--- src/rtl/gray_ro_pkg.sv ---
// -----------------------------------------------------------------------------
// gray_ro_pkg
// Shared definitions for the Gray-code readout chain (serializer and receiver).
//   - GRAY_WIDTH   default data bits per frame
//   - START_BIT / STOP_BIT   line levels that frame a word
//   - rx_state_e   receiver framing FSM states
//   - gray2bin / bin2gray   code conversions, written over GRAY_MAX_W bits;
//     narrower words are zero-extended, which leaves their low bits exact.
// -----------------------------------------------------------------------------
package gray_ro_pkg;

    localparam int GRAY_WIDTH = 8;
    localparam int GRAY_MAX_W = 32;

    localparam logic START_BIT = 1'b1;
    localparam logic STOP_BIT  = 1'b0;

    typedef enum logic [1:0] {
        IDLE = 2'd0,
        DATA = 2'd1,
        STOP = 2'd2
    } rx_state_e;

    // Binary bit i is the XOR of all Gray bits from the MSB down to i.
    function automatic logic [GRAY_MAX_W-1:0] gray2bin(input logic [GRAY_MAX_W-1:0] g);
        logic [GRAY_MAX_W-1:0] b;
        b[GRAY_MAX_W-1] = g[GRAY_MAX_W-1];
        for (int i = GRAY_MAX_W - 2; i >= 0; i--) begin
            b[i] = b[i+1] ^ g[i];
        end
        return b;
    endfunction

    function automatic logic [GRAY_MAX_W-1:0] bin2gray(input logic [GRAY_MAX_W-1:0] b);
        return b ^ (b >> 1);
    endfunction

endpackage

--- src/rtl/gray_rx_fifo.sv ---
// -----------------------------------------------------------------------------
// gray_rx_fifo
// Synchronous FIFO, first-word-fall-through head, no bypass.
// Ports:
//   clk_i, rst_i      clock, synchronous active-high reset
//   push_i, data_i    write request and word; ignored when full unless a pop
//                     happens in the same cycle
//   pop_i             read request; ignored when empty
//   data_o            head word (zero while empty)
//   full_o, empty_o   status flags
// -----------------------------------------------------------------------------
module gray_rx_fifo #(
    parameter int DW    = 12,
    parameter int DEPTH = 4
) (
    input  logic          clk_i,
    input  logic          rst_i,
    input  logic          push_i,
    input  logic [DW-1:0] data_i,
    input  logic          pop_i,
    output logic [DW-1:0] data_o,
    output logic          full_o,
    output logic          empty_o
);

    localparam int AW = $clog2(DEPTH);

    logic [DW-1:0] mem_q [DEPTH];
    // Extra MSB on each pointer separates full (MSBs differ) from empty (equal).
    logic [AW:0]   wr_ptr_q, rd_ptr_q;
    logic          wr_en, rd_en;

    assign empty_o = (wr_ptr_q == rd_ptr_q);
    assign full_o  = (wr_ptr_q[AW] != rd_ptr_q[AW]) &&
                     (wr_ptr_q[AW-1:0] == rd_ptr_q[AW-1:0]);

    assign rd_en = pop_i && !empty_o;
    // A pop frees the slot this same edge, so a full FIFO still accepts the push.
    assign wr_en = push_i && (!full_o || rd_en);

    // NOTE: state registers use non-blocking assignments so every flop samples
    // pre-edge values regardless of process evaluation order.
    always_ff @(posedge clk_i) begin
        if (rst_i) begin
            wr_ptr_q <= '0;
            rd_ptr_q <= '0;
        end else begin
            if (wr_en) wr_ptr_q <= wr_ptr_q + 1'b1;
            if (rd_en) rd_ptr_q <= rd_ptr_q + 1'b1;
        end
    end

    // NOTE: storage has no reset; an entry is only visible after it is written,
    // and data_o is masked while empty so nothing stale reaches the port.
    always_ff @(posedge clk_i) begin
        if (wr_en) mem_q[wr_ptr_q[AW-1:0]] <= data_i;
    end

    assign data_o = empty_o ? '0 : mem_q[rd_ptr_q[AW-1:0]];

endmodule

--- src/rtl/gray_rx_deser.sv ---
// -----------------------------------------------------------------------------
// gray_rx_deser
// Receiver for the serial Gray-code readout stream: frames the 1-bit line,
// deserializes one Gray word per frame, converts it to binary, tags it with a
// channel index and buffers it in a FIFO behind a valid/ready port.
// Frame: start bit (1), WIDTH Gray bits MSB first, stop bit (0).
// Ports:
//   clk_ext    system clock, rising edge (shared with the serializer)
//   rst_ext    synchronous active-high reset
//   ser_in     serial line, idles low
//   out_data   binary word at the FIFO head (0 when empty)
//   out_ch     channel tag of out_data
//   out_valid  FIFO non-empty
//   out_ready  consumer accepts the head on out_valid && out_ready
//   frame_err  one-cycle pulse after a stop bit that was not 0
//   overflow   sticky: a word was dropped because the FIFO was full
// -----------------------------------------------------------------------------
module gray_rx_deser
    import gray_ro_pkg::*;
#(
    parameter int WIDTH      = GRAY_WIDTH,
    parameter int N_CH       = 16,
    parameter int FIFO_DEPTH = 4
) (
    input  logic                    clk_ext,
    input  logic                    rst_ext,
    input  logic                    ser_in,
    output logic [WIDTH-1:0]        out_data,
    output logic [$clog2(N_CH)-1:0] out_ch,
    output logic                    out_valid,
    input  logic                    out_ready,
    output logic                    frame_err,
    output logic                    overflow
);

    localparam int CHW     = $clog2(N_CH);
    localparam int BCW     = $clog2(WIDTH);
    localparam int ENTRY_W = CHW + WIDTH;

    rx_state_e        state_q, state_d;
    logic [BCW-1:0]   bit_cnt_q, bit_cnt_d;
    logic [WIDTH-1:0] shreg_q, shreg_d;
    logic [CHW-1:0]   ch_cnt_q, ch_cnt_d;
    logic             frame_err_q, frame_err_d;
    logic             overflow_q, overflow_d;

    logic             push, pop;
    logic             fifo_full, fifo_empty;
    logic [ENTRY_W-1:0] wr_word, rd_word;

    logic [GRAY_MAX_W-1:0] gray_ext, bin_ext;
    logic                  unused_bin_hi;

    // Zero-extend so the shared wide converter yields exact low bits.
    always_comb begin
        gray_ext             = '0;
        gray_ext[WIDTH-1:0]  = shreg_q;
        bin_ext              = gray2bin(gray_ext);
    end
    assign unused_bin_hi = ^bin_ext;

    assign wr_word = {ch_cnt_q, bin_ext[WIDTH-1:0]};
    assign pop     = out_valid && out_ready;

    // NOTE: every combinational output gets a default before the case so no
    // path leaves a signal unassigned, which would otherwise infer a latch.
    always_comb begin
        state_d     = state_q;
        bit_cnt_d   = bit_cnt_q;
        shreg_d     = shreg_q;
        ch_cnt_d    = ch_cnt_q;
        frame_err_d = 1'b0;
        push        = 1'b0;

        unique case (state_q)
            IDLE: begin
                if (ser_in == START_BIT) begin
                    state_d   = DATA;
                    bit_cnt_d = '0;
                end
            end
            DATA: begin
                shreg_d = {shreg_q[WIDTH-2:0], ser_in};
                if (bit_cnt_q == BCW'(WIDTH - 1)) begin
                    state_d = STOP;
                end else begin
                    bit_cnt_d = bit_cnt_q + 1'b1;
                end
            end
            STOP: begin
                // A bad stop bit returns to IDLE too; that 1 is never reused
                // as a start bit, so a stuck-high line yields back-to-back errors.
                state_d  = IDLE;
                ch_cnt_d = (ch_cnt_q == CHW'(N_CH - 1)) ? '0 : ch_cnt_q + 1'b1;
                if (ser_in == STOP_BIT) begin
                    push = 1'b1;
                end else begin
                    frame_err_d = 1'b1;
                end
            end
            default: state_d = IDLE;
        endcase
    end

    // Overflow only when the word really is dropped: full with no same-cycle pop.
    assign overflow_d = overflow_q || (push && fifo_full && !pop);

    always_ff @(posedge clk_ext) begin
        if (rst_ext) begin
            state_q     <= IDLE;
            bit_cnt_q   <= '0;
            shreg_q     <= '0;
            ch_cnt_q    <= '0;
            frame_err_q <= 1'b0;
            overflow_q  <= 1'b0;
        end else begin
            state_q     <= state_d;
            bit_cnt_q   <= bit_cnt_d;
            shreg_q     <= shreg_d;
            ch_cnt_q    <= ch_cnt_d;
            frame_err_q <= frame_err_d;
            overflow_q  <= overflow_d;
        end
    end

    gray_rx_fifo #(
        .DW    (ENTRY_W),
        .DEPTH (FIFO_DEPTH)
    ) u_fifo (
        .clk_i   (clk_ext),
        .rst_i   (rst_ext),
        .push_i  (push),
        .data_i  (wr_word),
        .pop_i   (pop),
        .data_o  (rd_word),
        .full_o  (fifo_full),
        .empty_o (fifo_empty)
    );

    assign out_valid = !fifo_empty;
    assign out_data  = rd_word[WIDTH-1:0];
    assign out_ch    = rd_word[ENTRY_W-1:WIDTH];
    assign frame_err = frame_err_q;
    assign overflow  = overflow_q;

endmodule

--- config.mk ---
export PLATFORM = sky130hd
export DESIGN_NAME = gray_rx_deser
export DESIGN_NICKNAME = d
export VERILOG_FILES = /design/src/rtl/gray_ro_pkg.sv /design/src/rtl/gray_rx_fifo.sv /design/src/rtl/gray_rx_deser.sv
export SDC_FILE = /design/constraint.sdc
export NUM_CORES = 1
export LEC_CHECK = 0
export ABC_CLOCK_PERIOD_IN_PS = 7800
export BUFFER_PORTS_ARGS = -buffer_cell sky130_fd_sc_hd__buf_2
export CAP_MARGIN = 20
export CORE_MARGIN = 4
export CORE_UTILIZATION = 35
export CTS_CLUSTER_DIAMETER = 100
export DETAILED_ROUTE_END_ITERATION = 10
export PLACE_DENSITY = 0.62
export SYNTH_ARGS = -nofsm -noshare
export SYNTH_HDL_FRONTEND = slang
export SYNTH_HIERARCHICAL = 1
export SYNTH_SLANG_ARGS = --single-unit
--- constraint.sdc ---
create_clock -name clk_ext -period 7.8 [get_ports clk_ext]
set_clock_uncertainty 0.2 [all_clocks]
set_input_delay 0.78 -clock clk_ext [delete_from_list [all_inputs] [get_ports clk_ext]]
set_output_delay 0.78 -clock clk_ext [all_outputs]
set_load 0.1 [all_outputs]
==> impl_metrics.yaml, run 1 <==
detailed_routing:
  drt_iter0_markers: 109
  wire_per_inst_um: 14.8
  routed_wl_um: 5320
  vias: 1778
  drc: 0
  vias_per_cell: 4.94
  drtAntennaViolNets: 0
  dr.pass1.iters: 4
clock_network:
  cts_setup_buffers: 0
  cts-resized-gates: 0
  clk_latency_ps: 330
  hold_buffers: 0
  numCtsBuffers: 9
  clk_pin_slew_worst_paths_ps: 70
  clockBufferDepth: 2
  cts_htree_levels: 3
  cts.sinks: 75
  root_buffer: "clkbuf_8"
  cts_tree: "yes"
timing:
  worstMarginPinSlew_ps: 923
  finalMaxSlewViolations: 0
  max_freq_mhz: 308
  rsz0062_at_grt: "no"
  setup_viol: 0
  post-route-min-period_ps: 3250
  max-slew-margin-rel: 0.381
  finalCritPeriodShare: 0.416
  hold_violations: 0
  setup_tns_ps: 0
floorplan:
  die_w_um: 103
  fp-row-count: 34
  coreArea_mm2: 0.00876
  die_area_mm2: 0.0107
  io_pins: 19
  start_util: 0.363
  die_h_um: 103
logic_synthesis:
  synth.avg_cell_area_um2: 14.1
  ys_top_cells_by_area: "edfxtp_1, dfxtp_1, mux4_2"
  yosys.area.top_type_share: 0.453
  synth_area_mm2: 0.00318
  yosysUniqueCellTypes: 35
  netlist_instances: 226
  ys_ff_latch: 75
  ys_seq_area_frac: 0.623
  syn_nets: 238
  synth_area_leader_cell: "edfxtp_1"
  yosys_warnings: 6
run_status:
  run_status: "complete, no violations"
place:
  post-place-cells: 344
  gp_congestion: 0.781
  io_buffers: 18
  hpwlAfterDp_um: 3560
critical_path:
  worstPathMaxFanout: 12
  crit_cells: 3
  cpPeakStageDelay_ps: 860
  end_kind: "output port"
  critPathBufInv: 1
  cp-start-kind: "flop"
  crit_type: "reg -> out"
  worst_ep_arrival_time_ps: 2270
  cpLargestDelayFamily: "flip-flops"
  cp_data_required_time_ps: 6820
  ff2ff_path_depth: 6
  worstPathCellList: "mux4_2, nor2b_1, buf_2"
  cp_slowest_cell: "dfxtp_1"
final_layout:
  nFillCells: 831
  drive_gt1_frac: 0.194
  fin_cells: 360
  fin_nets: 259
  syn2layout_area_growth_pct: 11.2
  final_common_cell: "edfxtp_1"
  diodes: 0
  final_cell_mix: "edfxtp_1, dfxtp_1, nand2_1, buf_2, nor2b_1"
grt:
  grt_pass1_vias: 1747
  antenna_found_initial: 0
  grt_max_degree: 29
  grt_remaining_overflow: 0
  track_usage: 0.111
  grt_pass1_wl_um: 8830
pwr:
  p_leak_uw: 0.00127
  ir_drop_mv: 0.0831
  power.density_mw_per_mm2: 207
hold_path:
  min_path_type: "reg -> reg"
  hold_depth: 2
flow_run:
  drv_cap: 0
state kept, by name (all words and copies together), names as in the netlist, named ones only:
signal and count:
bit_cnt_q 3, ch_cnt_q 4, frame_err 1, overflow 1, shreg_q 8, state_q 2
u_fifo/mem_q 48, u_fifo/rd_ptr_q 3, u_fifo/wr_ptr_q 3
synth_stat cells:
cell type / instances
edfxtp_1: 48
dfxtp_1: 27
nand2_1: 23
nor2b_1: 15
a21oi_1: 14
mux4_2: 12
ha_1: 8
nor2_1: 8
xor2_1: 8
clkbuf_1: 7
inv_1: 7
xnor2_1: 6
and2_1: 4
a31oi_1: 3
mux2_2: 3
mux2i_1: 3
nand2b_1: 3
nor3b_1: 3
o31ai_1: 3
a311o_1: 2
nand3b_1: 2
nand4bb_1: 2
nor3_1: 2
or3_1: 2
a211oi_1: 1
a41oi_1: 1
buf_1: 1
buf_2: 1
mux2_4: 1
nor4_1: 1
o21ai_0: 1
o41a_1: 1
or4bb_1: 1
xnor3_2: 1
xor3_2: 1
final cells by class:
cell class	instances	area (um2)	area share
flip-flops and latches	75	1980	0.560
multi-input cells	135	1140	0.323
well taps	108	135	0.0382
clock buffers	11	131	0.0371
repair buffers	19	97.6	0.0276
inverters	7	26.3	0.00743
clock inverters	5	21.3	0.00601
worst paths after layout:
path                           start                 end  slack [ps]
setup / recovery                flop           out_ch[2]        4550
hold / removal            shreg_q[5]          shreg_q[6]         280
setup reg to reg  u_fifo/wr_ptr_q[0]  u_fifo/mem_q[0][9]        4640
hold reg to reg           shreg_q[5]          shreg_q[6]         280
worst register-to-register path, delay by kind of cell (launching register included):
| family | cells | cell delay (ps) |
|---|---|---|
| buffers and inverters | 1 | 90 |
| flip-flops | 1 | 450 |
| XOR/XNOR | 1 | 160 |
| AO/OA/AOI/OAI | 1 | 490 |
| AND/OR/NAND/NOR | 3 | 1410 |
power breakdown:
| part | total, uW | switching (uW) | internal, uW |
|---|---|---|---|
| logic | 70.7 | 58.1 | 12.6 |
| clock network | 239 | 128 | 111 |
| registers | 424 | 3.31 | 420 |
metal layers:
layer / part of all wire / global-route usage / vias up
met3: 0.030 / 0.0188 / 13
li1: - / - / 871
met2: 0.48 / 0.173 / 32
met5: 0 / 0 / -
met4: 0.025 / 0.0637 / 0
met1: 0.46 / 0.145 / 862
cells by family (layout without fill, tap and decap cells):
kind of cell,Yosys count,in the layout,share of synthesized area
DFF,75,75,0.623
and+or+nand+nor,66,66,0.111
AOI/OAI and AO/OA,26,26,0.0515
muxes,19,19,0.110
xor gates and xnor gates,16,16,0.0539
buffers and inverters,16,42,0.0193
adders and majority gates,8,8,0.0315
stage by stage:
stage	power [uW]	utilization	worst slack (ps)	hold slack (ps)	cell area, um2
4_1_cts	741	0.404	4440	284	3540
5_1_grt	765	0.404	4350	305	3540
6_report	733	0.404	4550	279	3540
3_3_place_gp	503	0.386	4690	265	3380
3_5_place_dp	504	0.386	4590	270	3380
2_1_floorplan	492	-	4500	248	3180
No activity file was read; power rests on OpenSTA's default activity.
==> run 2, diff against run 1 <==
- ABC_CLOCK_PERIOD_IN_PS: 7800 -> 3300
- clock period: 7.8 -> 3.3 ns (I/O delays scaled with it)
==> impl_metrics.yaml, run 2 (synthesis results as in run 1) <==
detailed_routing:
  dr.pass1.iters: 4
  vias: 1777
  wire_per_inst_um: 14.7
  drt_iter0_markers: 89
  routed_wl_um: 5340
  drc: 0
  drtAntennaViolNets: 0
  vias_per_cell: 4.91
pwr:
  power.density_mw_per_mm2: 511
  p_leak_uw: 0.00130
  power_frac_seq: 0.545
  internal-power_uw: 1370
  ir_drop_mv: 0.221
  power.switching_uw: 467
  combPwrFrac: 0.094
  clockPowerShare: 0.361
  swShare: 0.254
critical_path:
  crit_end: "u_fifo/mem_q[1][8]"
  end_kind: "flop"
  crit_type: "reg -> reg"
  startpoint: "u_fifo/wr_ptr_q[0]"
  worst_ep_arrival_time_ps: 2410
  rr_endpoint: "u_fifo/mem_q[1][8]"
  cp_data_required_time_ps: 3120
  cp-start-kind: "flop"
  worst_r2r_startpoint: "u_fifo/wr_ptr_q[0]"
  worstPathMaxFanout: 12
  reg2reg_slack_ps: 710
  ff2ff_path_depth: 6
clock_network:
  cts_setup_buffers: 0
  hold_buffers: 0
  cts_htree_levels: 3
  clk_latency_ps: 340
  cts-resized-gates: 0
  cts.sinks: 75
  clockBufferDepth: 2
  cts_tree: "yes"
  clk_pin_slew_worst_paths_ps: 70
  numCtsBuffers: 9
  root_buffer: "clkbuf_8"
final_layout:
  final_common_cell: "edfxtp_1"
  final_cell_mix: "edfxtp_1, dfxtp_1, nand2_1, buf_2, nor2b_1"
  fin_nets: 262
  drive_gt1_frac: 0.213
  largest_register_ffs: 48
  diodes: 0
  final_util: 0.410
  syn2layout_area_growth_pct: 12.9
timing:
  finalCritPeriodShare: 0.786
  holdWs_ps: 69.2
  setup_viol: 0
  hold_violations: 0
  worstMarginPinSlew_ps: 625
  post-route-min-period_ps: 2590
  setup_tns_ps: 0
  max_freq_mhz: 386
  rsz0062_at_grt: "no"
  max-slew-margin-rel: 0.583
  finalMaxSlewViolations: 0
hold_path:
  min_path_type: "in -> reg"
floorplan:
  fp-row-count: 34
  coreArea_mm2: 0.00876
  die_h_um: 103
  io_pins: 19
  start_util: 0.363
  die_area_mm2: 0.0107
  die_w_um: 103
grt:
  grt_pass1_wl_um: 8640
  antenna_found_initial: 0
  grt_pass1_vias: 1753
  grt_max_degree: 29
  track_usage: 0.109
  grt_remaining_overflow: 0
place:
  io_buffers: 18
  hpwlAfterDp_um: 3490
  gp_congestion: 0.780
flow_run:
  drv_cap: 0
run_status:
  run_status: "complete, no violations"
run 2: critical path, stage by stage, from the launching register on:
cell and delay (ps):
dfxtp_1 440, xor2_1 160, nor3_2 290, nand2b_1 170, inv_1 90, o41a_1 520, and2_1 400
run 2: power groups by stage:
| stage | logic [uW] | registers, uW | clock network [uW] |
|---|---|---|---|
| after global routing | 183 | 1000 | 723 |
| final | 173 | 1000 | 663 |
| after global placement | 169 | 1020 | 0 |
| after CTS | 170 | 1000 | 680 |
| after detailed placement | 170 | 1020 | 0 |
| after floorplan | 144 | 1020 | 0 |
run 2: worst min-delay path by stage:
stage	cells after the start	startpoint	endpoint	slack, ps
2_1_floorplan	2	bit_cnt_q[1]	bit_cnt_q[1]	250
3_3_place_gp	2	bit_cnt_q[1]	bit_cnt_q[1]	260
3_5_place_dp	2	bit_cnt_q[2]	bit_cnt_q[2]	270
4_1_cts	3	ser_in	shreg_q[0]	50
5_1_grt	3	ser_in	shreg_q[0]	90
6_report	3	ser_in	shreg_q[0]	70
run 2: layer usage:
layer	track usage	up-vias	part of all wire
li1	-	881	-
met1	0.141	850	0.46
met2	0.166	36	0.47
met3	0.0221	10	0.041
met4	0.0707	0	0.027
met5	0	-	0
run 2: metrics by stage:
stage	power (uW)	cell area (um2)	setup WS (ps)	instances
2_1_floorplan	1160	3180	447	226
3_3_place_gp	1190	3400	175	346
3_5_place_dp	1190	3400	113	346
4_1_cts	1850	3580	93.1	361
5_1_grt	1910	3590	548	362
6_report	1840	3590	708	362
run 2: final cells by class:
type                    instances  area, um2
inverters                       7       26.3
multi-input cells             135       1140
clock inverters                 5       55.1
flip-flops and latches         75       1980
well taps                     108        135
repair buffers                 22        124
clock buffers                  10        128
fillers                       813       5170
